==> config.mk <==
export PLATFORM = sky130hd
export DESIGN_NAME = alm_log_conv_arbiter
export DESIGN_NICKNAME = d
export VERILOG_FILES = /design/src/rtl/alm_log_conv_arbiter.sv
export SDC_FILE = /design/constraint.sdc
export NUM_CORES = 1
export LEC_CHECK = 0
export CAP_MARGIN = 20
export CORE_MARGIN = 2
export CORE_UTILIZATION = 49
export CTS_BUF_LIST = sky130_fd_sc_hd__clkbuf_16
export DETAILED_ROUTE_END_ITERATION = 8
export PLACE_DENSITY = 0.79
export SETUP_SLACK_MARGIN = 0.2
export SYNTH_ARGS = -nofsm -noshare
export SYNTH_HDL_FRONTEND = slang
export SYNTH_SLANG_ARGS = --single-unit
==> constraint.sdc <==
create_clock -name clk -period 4.35 [get_ports clk]
set_clock_uncertainty 0.05 [all_clocks]
set_input_delay 1.305 -clock clk [delete_from_list [all_inputs] [get_ports clk]]
set_output_delay 1.305 -clock clk [all_outputs]
set_load 0.03 [all_outputs]
==> src/rtl/alm_log_conv_arbiter.sv <==
// Round-robin arbiter sharing one ALM log-conversion datapath (LOD, encode, fraction justify)
// between N_REQ requesters; 2-stage pipeline. Define ALM_CONV_PERF_EN for perf counters.
module alm_log_conv_arbiter #(
    parameter int A_BW       = 32,
    parameter int N_REQ      = 4,
    parameter int LOG2_WIDTH = $clog2(A_BW),
    parameter int ID_W       = $clog2(N_REQ)
) (
    input  logic                         clk,
    input  logic                         rst,
    input  logic [N_REQ-1:0]             req_valid,
    output logic [N_REQ-1:0]             req_ready,
    input  logic [N_REQ*A_BW-1:0]        req_data,
    output logic                         out_valid,
    input  logic                         out_ready,
    output logic [LOG2_WIDTH+A_BW-2:0]   out_log,
    output logic                         out_zero,
    output logic [ID_W-1:0]              out_id
`ifdef ALM_CONV_PERF_EN
    ,
    output logic [31:0]                  perf_accept_cnt,
    output logic [31:0]                  perf_stall_cnt
`endif
);

    localparam int LOG_W = LOG2_WIDTH + A_BW - 1;

    // k = position of the leading one; the bits below it become the left-justified fraction.
    // A zero operand naturally yields k=0 and an all-zero fraction.
    function automatic logic [LOG_W-1:0] alm_conv(input logic [A_BW-1:0] a);
        logic [LOG2_WIDTH-1:0] k;
        logic [A_BW-1:0]       shifted;
        k = {LOG2_WIDTH{1'b0}};
        for (int i = 0; i < A_BW; i++) begin
            k = a[i] ? LOG2_WIDTH'(i) : k;
        end
        shifted = a << (LOG2_WIDTH'(A_BW - 1) - k);
        return {k, shifted[A_BW-2:0]};
    endfunction

    logic [A_BW-1:0]  req_op_s [N_REQ];
    logic [N_REQ-1:0] grant_s;
    logic             grant_any_s;
    logic [ID_W-1:0]  grant_idx_s;
    logic [A_BW-1:0]  sel_data_s;
    logic             s0_accept_s;
    logic             s1_accept_s;

    logic [ID_W-1:0]  rr_ptr_q,  rr_ptr_d;
    logic             s0_v_q,    s0_v_d;
    logic [A_BW-1:0]  s0_data_q, s0_data_d;
    logic [ID_W-1:0]  s0_id_q,   s0_id_d;
    logic             s1_v_q,    s1_v_d;
    logic [LOG_W-1:0] s1_log_q,  s1_log_d;
    logic             s1_zero_q, s1_zero_d;
    logic [ID_W-1:0]  s1_id_q,   s1_id_d;

    for (genvar g = 0; g < N_REQ; g++) begin : g_unpack
        assign req_op_s[g] = req_data[g*A_BW +: A_BW];
    end

    assign s1_accept_s = ~s1_v_q | out_ready;
    assign s0_accept_s = ~s0_v_q | s1_accept_s;
    assign req_ready   = grant_s & {N_REQ{s0_accept_s}};

    // Round-robin search starting one past the last accepted requester.
    always_comb begin
        logic [ID_W-1:0] cand;
        cand        = {ID_W{1'b0}};
        grant_s     = {N_REQ{1'b0}};
        grant_any_s = 1'b0;
        grant_idx_s = {ID_W{1'b0}};
        sel_data_s  = {A_BW{1'b0}};
        for (int i = 1; i <= N_REQ; i++) begin
            cand = ID_W'((int'(rr_ptr_q) + i) % N_REQ);
            if (!grant_any_s && req_valid[cand]) begin
                grant_any_s    = 1'b1;
                grant_idx_s    = cand;
                grant_s[cand]  = 1'b1;
                sel_data_s     = req_op_s[cand];
            end else begin
                grant_any_s    = grant_any_s;
            end
        end
    end

    // Pipeline next state: S0 captures the granted operand, S1 the converted result.
    always_comb begin
        rr_ptr_d  = rr_ptr_q;
        s0_v_d    = s0_v_q;
        s0_data_d = s0_data_q;
        s0_id_d   = s0_id_q;
        s1_v_d    = s1_v_q;
        s1_log_d  = s1_log_q;
        s1_zero_d = s1_zero_q;
        s1_id_d   = s1_id_q;
        if (s0_accept_s) begin
            s0_v_d = grant_any_s;
            if (grant_any_s) begin
                rr_ptr_d  = grant_idx_s;
                s0_data_d = sel_data_s;
                s0_id_d   = grant_idx_s;
            end else begin
                rr_ptr_d  = rr_ptr_q;
            end
        end else begin
            s0_v_d = s0_v_q;
        end
        if (s1_accept_s) begin
            s1_v_d = s0_v_q;
            if (s0_v_q) begin
                s1_log_d  = alm_conv(s0_data_q);
                s1_zero_d = (s0_data_q == {A_BW{1'b0}});
                s1_id_d   = s0_id_q;
            end else begin
                s1_log_d  = s1_log_q;
            end
        end else begin
            s1_v_d = s1_v_q;
        end
    end

    // State registers; reset drops anything in flight.
    always_ff @(posedge clk) begin
        if (rst) begin
            rr_ptr_q  <= ID_W'(N_REQ - 1);
            s0_v_q    <= 1'b0;
            s0_data_q <= {A_BW{1'b0}};
            s0_id_q   <= {ID_W{1'b0}};
            s1_v_q    <= 1'b0;
            s1_log_q  <= {LOG_W{1'b0}};
            s1_zero_q <= 1'b0;
            s1_id_q   <= {ID_W{1'b0}};
        end else begin
            rr_ptr_q  <= rr_ptr_d;
            s0_v_q    <= s0_v_d;
            s0_data_q <= s0_data_d;
            s0_id_q   <= s0_id_d;
            s1_v_q    <= s1_v_d;
            s1_log_q  <= s1_log_d;
            s1_zero_q <= s1_zero_d;
            s1_id_q   <= s1_id_d;
        end
    end

    assign out_valid = s1_v_q;
    assign out_log   = s1_log_q;
    assign out_zero  = s1_zero_q;
    assign out_id    = s1_id_q;

`ifdef ALM_CONV_PERF_EN
    logic [31:0] perf_accept_q;
    logic [31:0] perf_stall_q;

    // Saturating event counters.
    always_ff @(posedge clk) begin
        if (rst) begin
            perf_accept_q <= 32'd0;
            perf_stall_q  <= 32'd0;
        end else begin
            if (grant_any_s && s0_accept_s && (perf_accept_q != 32'hFFFF_FFFF)) begin
                perf_accept_q <= perf_accept_q + 32'd1;
            end else begin
                perf_accept_q <= perf_accept_q;
            end
            if (s1_v_q && !out_ready && (perf_stall_q != 32'hFFFF_FFFF)) begin
                perf_stall_q <= perf_stall_q + 32'd1;
            end else begin
                perf_stall_q <= perf_stall_q;
            end
        end
    end

    assign perf_accept_cnt = perf_accept_q;
    assign perf_stall_cnt  = perf_stall_q;
`endif

endmodule
==> run summary <==
Max H-tree Level -> 3
drt total wl -> 28.63 mm
met3 GRT Util -> 4.628%
starting density of the core -> 50.12%
largest net degree at the start of global routing -> 68
Worst Tran Pin Value -> 1029 ps
GRT Total Usage -> 27.73%
Yosys reg bits -> 77
Leakage Power -> 0.004233 uW
Final Max Slew Viols -> 0
ant diodes -> 0
dpl cells -> 1,420
Arrival @ worst endpoint -> 2750 ps
Final min period -> 4103 ps
met1 Usage GRT -> 40.61%
Synth Flop Type -> dfxtp_1
max cap viols -> 0
Max FO, Critical Path -> 5
Worst slew margin -> 31.42%
vias in the first global route -> 8,713
DRT iter0 DRCs -> 942
WL/cell -> 19.92 microns
# hold bufs at CTS -> 0
outcome -> finished, final reports clean
CTS Sinks -> 77
First-pass DRT Iterations -> 6
die width -> 142.8 microns
core area -> 18,830 sq um
Synth async-reset ratio -> 0%
via count -> 9,709
clk root buf -> clkbuf_16
DRC errors left -> 0
die area -> 20,390 sq um
CTS Buffer Depth -> 2
Crit. End Element -> primary output
met2 usage -> 42.48%
Final setup violation count -> 0
DIE HEIGHT -> 142.8 microns
final hold vios -> 0
Worst-path clk slew -> 60 ps
Syn Nets -> 1,210
filler-free cell count of the finished design -> 1,437
# port buffers -> 178
Mapped Cells -> 1,067
Ports -> 179
Mean Syn Cell Area -> 8.845 sq um
final RePlAce weighted congestion -> 0.9797
peak supply drop -> 0.3006 mV
mapped cell area -> 9438 sq um
area grow syn2layout -> 24.41%
Req. time, crit path -> 2990 ps
post-synthesis sequential area ratio -> 16.33%
HPWL Detailed -> 21.33 mm
hold_ws -> 408.3 ps
unrepaired setup endpoints after global routing -> true
Clock Latency Late Sink -> 340 ps
initial antenna violation count -> 0
# rows -> 50
total gr overflow -> 0
Final ANT Viol Nets -> 0
Period Utilization, post-route -> 94.31%
global-route wire length before repair -> 45.81 mm
EDFF count, synth -> 0
worst setup path class -> in -> out
Layout Nets -> 1,315
Vias/cell -> 6.756
CTS tree -> yes
HP Class -> reg -> reg
min setup slack post-route -> 247.3 ps
share of layout cells above drive strength 1 -> 21.92%
crit start category -> input pin
final setup TNS -> 0 ps
max frequency -> 0.2437 GHz
GRT busiest layer -> met2
Num CTS Buffers -> 9
Distinct cells, synth -> 81
Syn. warnings -> 0
pre-CTS setup slack -> -272.5 ps
pwr/cell area -> 698.5 nW/um^2
-- layout by cell type (no fill, tap or decap), types with 18 or more instances in the layout --
master           count
nor2_1             120
clkdlybuf4s50_1    169
buf_4               38
mux4_2             131
a211oi_1            40
dfxtp_1             75
nor3_1              18
inv_1               49
a22oi_1             43
o22ai_1             42
nand2_1             82
mux2i_1             24
a21oi_1             81
-- flip-flops by register name (all words and copies together) (netlist names) --
name and flops:
out_id 2, rr_ptr_q 2, s0_v_q 1, out_valid 1, out_zero 1, s0_id_q 2
out_log 36, s0_data_q 32
-- power by group --
| part | switching [uW] | total [uW] | internal [uW] |
|---|---|---|---|
| Sequential | 356 | 1300 | 939 |
| Clock | 307 | 693 | 387 |
| Combinational | 3550 | 6210 | 2660 |
-- logic make-up (layout without fill, tap and decap cells) --
| logic type | count (synthesis) | count (layout) | share of synthesized area (%) |
|---|---|---|---|
| muxes | 163 | 164 | 34.83 |
| DFF | 77 | 77 | 16.33 |
| adders and majority gates | 8 | 8 | 1.061 |
| and+or+nand+nor | 299 | 299 | 14.45 |
| buffers and inverters | 174 | 283 | 7.861 |
| AOI/OAI and AO/OA | 346 | 346 | 25.47 |
-- path summary, 6_finish.rpt --
kind	slack, ps	cells past startpoint	from	endpoint
min	410	2	out_log[31]	out_log[31]
min reg2reg	410	2	out_log[31]	out_log[31]
max	250	7	req_valid[3]	req_ready[1]
max reg2reg	600	7	rr_ptr_q[0]	s0_data_q[8]
-- stage by stage --
step / utilization, % / power [uW] / instance area (sq um)
floorplan: - / 5877 / 9550
global placement: 60.54 / 7282 / 11400
detailed placement: 60.54 / 7363 / 11400
CTS: 62.31 / 8108 / 11730
global route: 62.35 / 8709 / 11740
finish: 62.35 / 8201 / 11740
-- routing by layer --
layer	up-vias	routed length, microns
li1	4414	-
met1	4648	11980
met2	583	13030
met3	64	2874
met4	0	749
met5	-	0
-- critical path, cell delays in order --
cell and delay [ps]:
buf_2 130, or3_4 390, o32a_2 440, o22ai_2 180
a21oi_2 70, nor2_4 90, buf_6 140
-- final cells by class --
| type | instances | area, sq um |
|---|---|---|
| clock buffers | 9 | 225.2 |
| clock inverters | 7 | 50.05 |
| fillers | 1613 | 7089 |
| inverters | 49 | 183.9 |
| multi-input cells | 817 | 7327 |
| flip-flops and latches | 77 | 1549 |
| well taps | 260 | 325.3 |
| repair buffers | 218 | 2081 |
-- synth_stat cells (3+ instances only) --
cell	n	share of area, %
nor2_1	126	5.0
o2bb2ai_1	4	0.37
o31ai_1	5	0.40
clkbuf_1	76	3.0
or3_1	3	0.20
mux2_2	6	0.72
nor4_2	3	0.40
mux2i_1	24	2.5
or4_1	3	0.24
nor2b_1	7	0.46
nand2_1	83	3.3
ha_1	8	1.1
and2_1	3	0.20
a221oi_1	6	0.56
buf_1	15	0.60
nand3_1	17	0.90
a211oi_1	40	3.2
o211a_1	3	0.32
a31oi_1	12	0.80
buf_4	6	0.48
mux4_2	131	31
a31o_2	3	0.28
buf_2	23	1.2
nand2b_1	4	0.27
o311a_1	5	0.53
o211ai_1	11	0.87
nor4_1	9	0.60
and3_1	3	0.20
o221ai_1	5	0.46
a21oi_1	86	4.6
a2bb2oi_1	4	0.37
inv_1	49	1.9
a22oi_1	47	3.7
nand4_1	7	0.46
buf_6	5	0.60
dfxtp_1	77	16
o21ai_1	4	0.21
o21ai_0	18	0.95
a22o_1	4	0.37
o22ai_1	46	3.0
nor3_1	18	0.95
o21bai_1	8	0.64
-- what timing repair did --
item,4_1_cts,5_1_grt
endpoints found under the setup margin,4,4
resized for setup,24,8
pin swaps,11,9
buffers inserted,0,0
cloned,1,0
(Power assumes the default switching activity.)
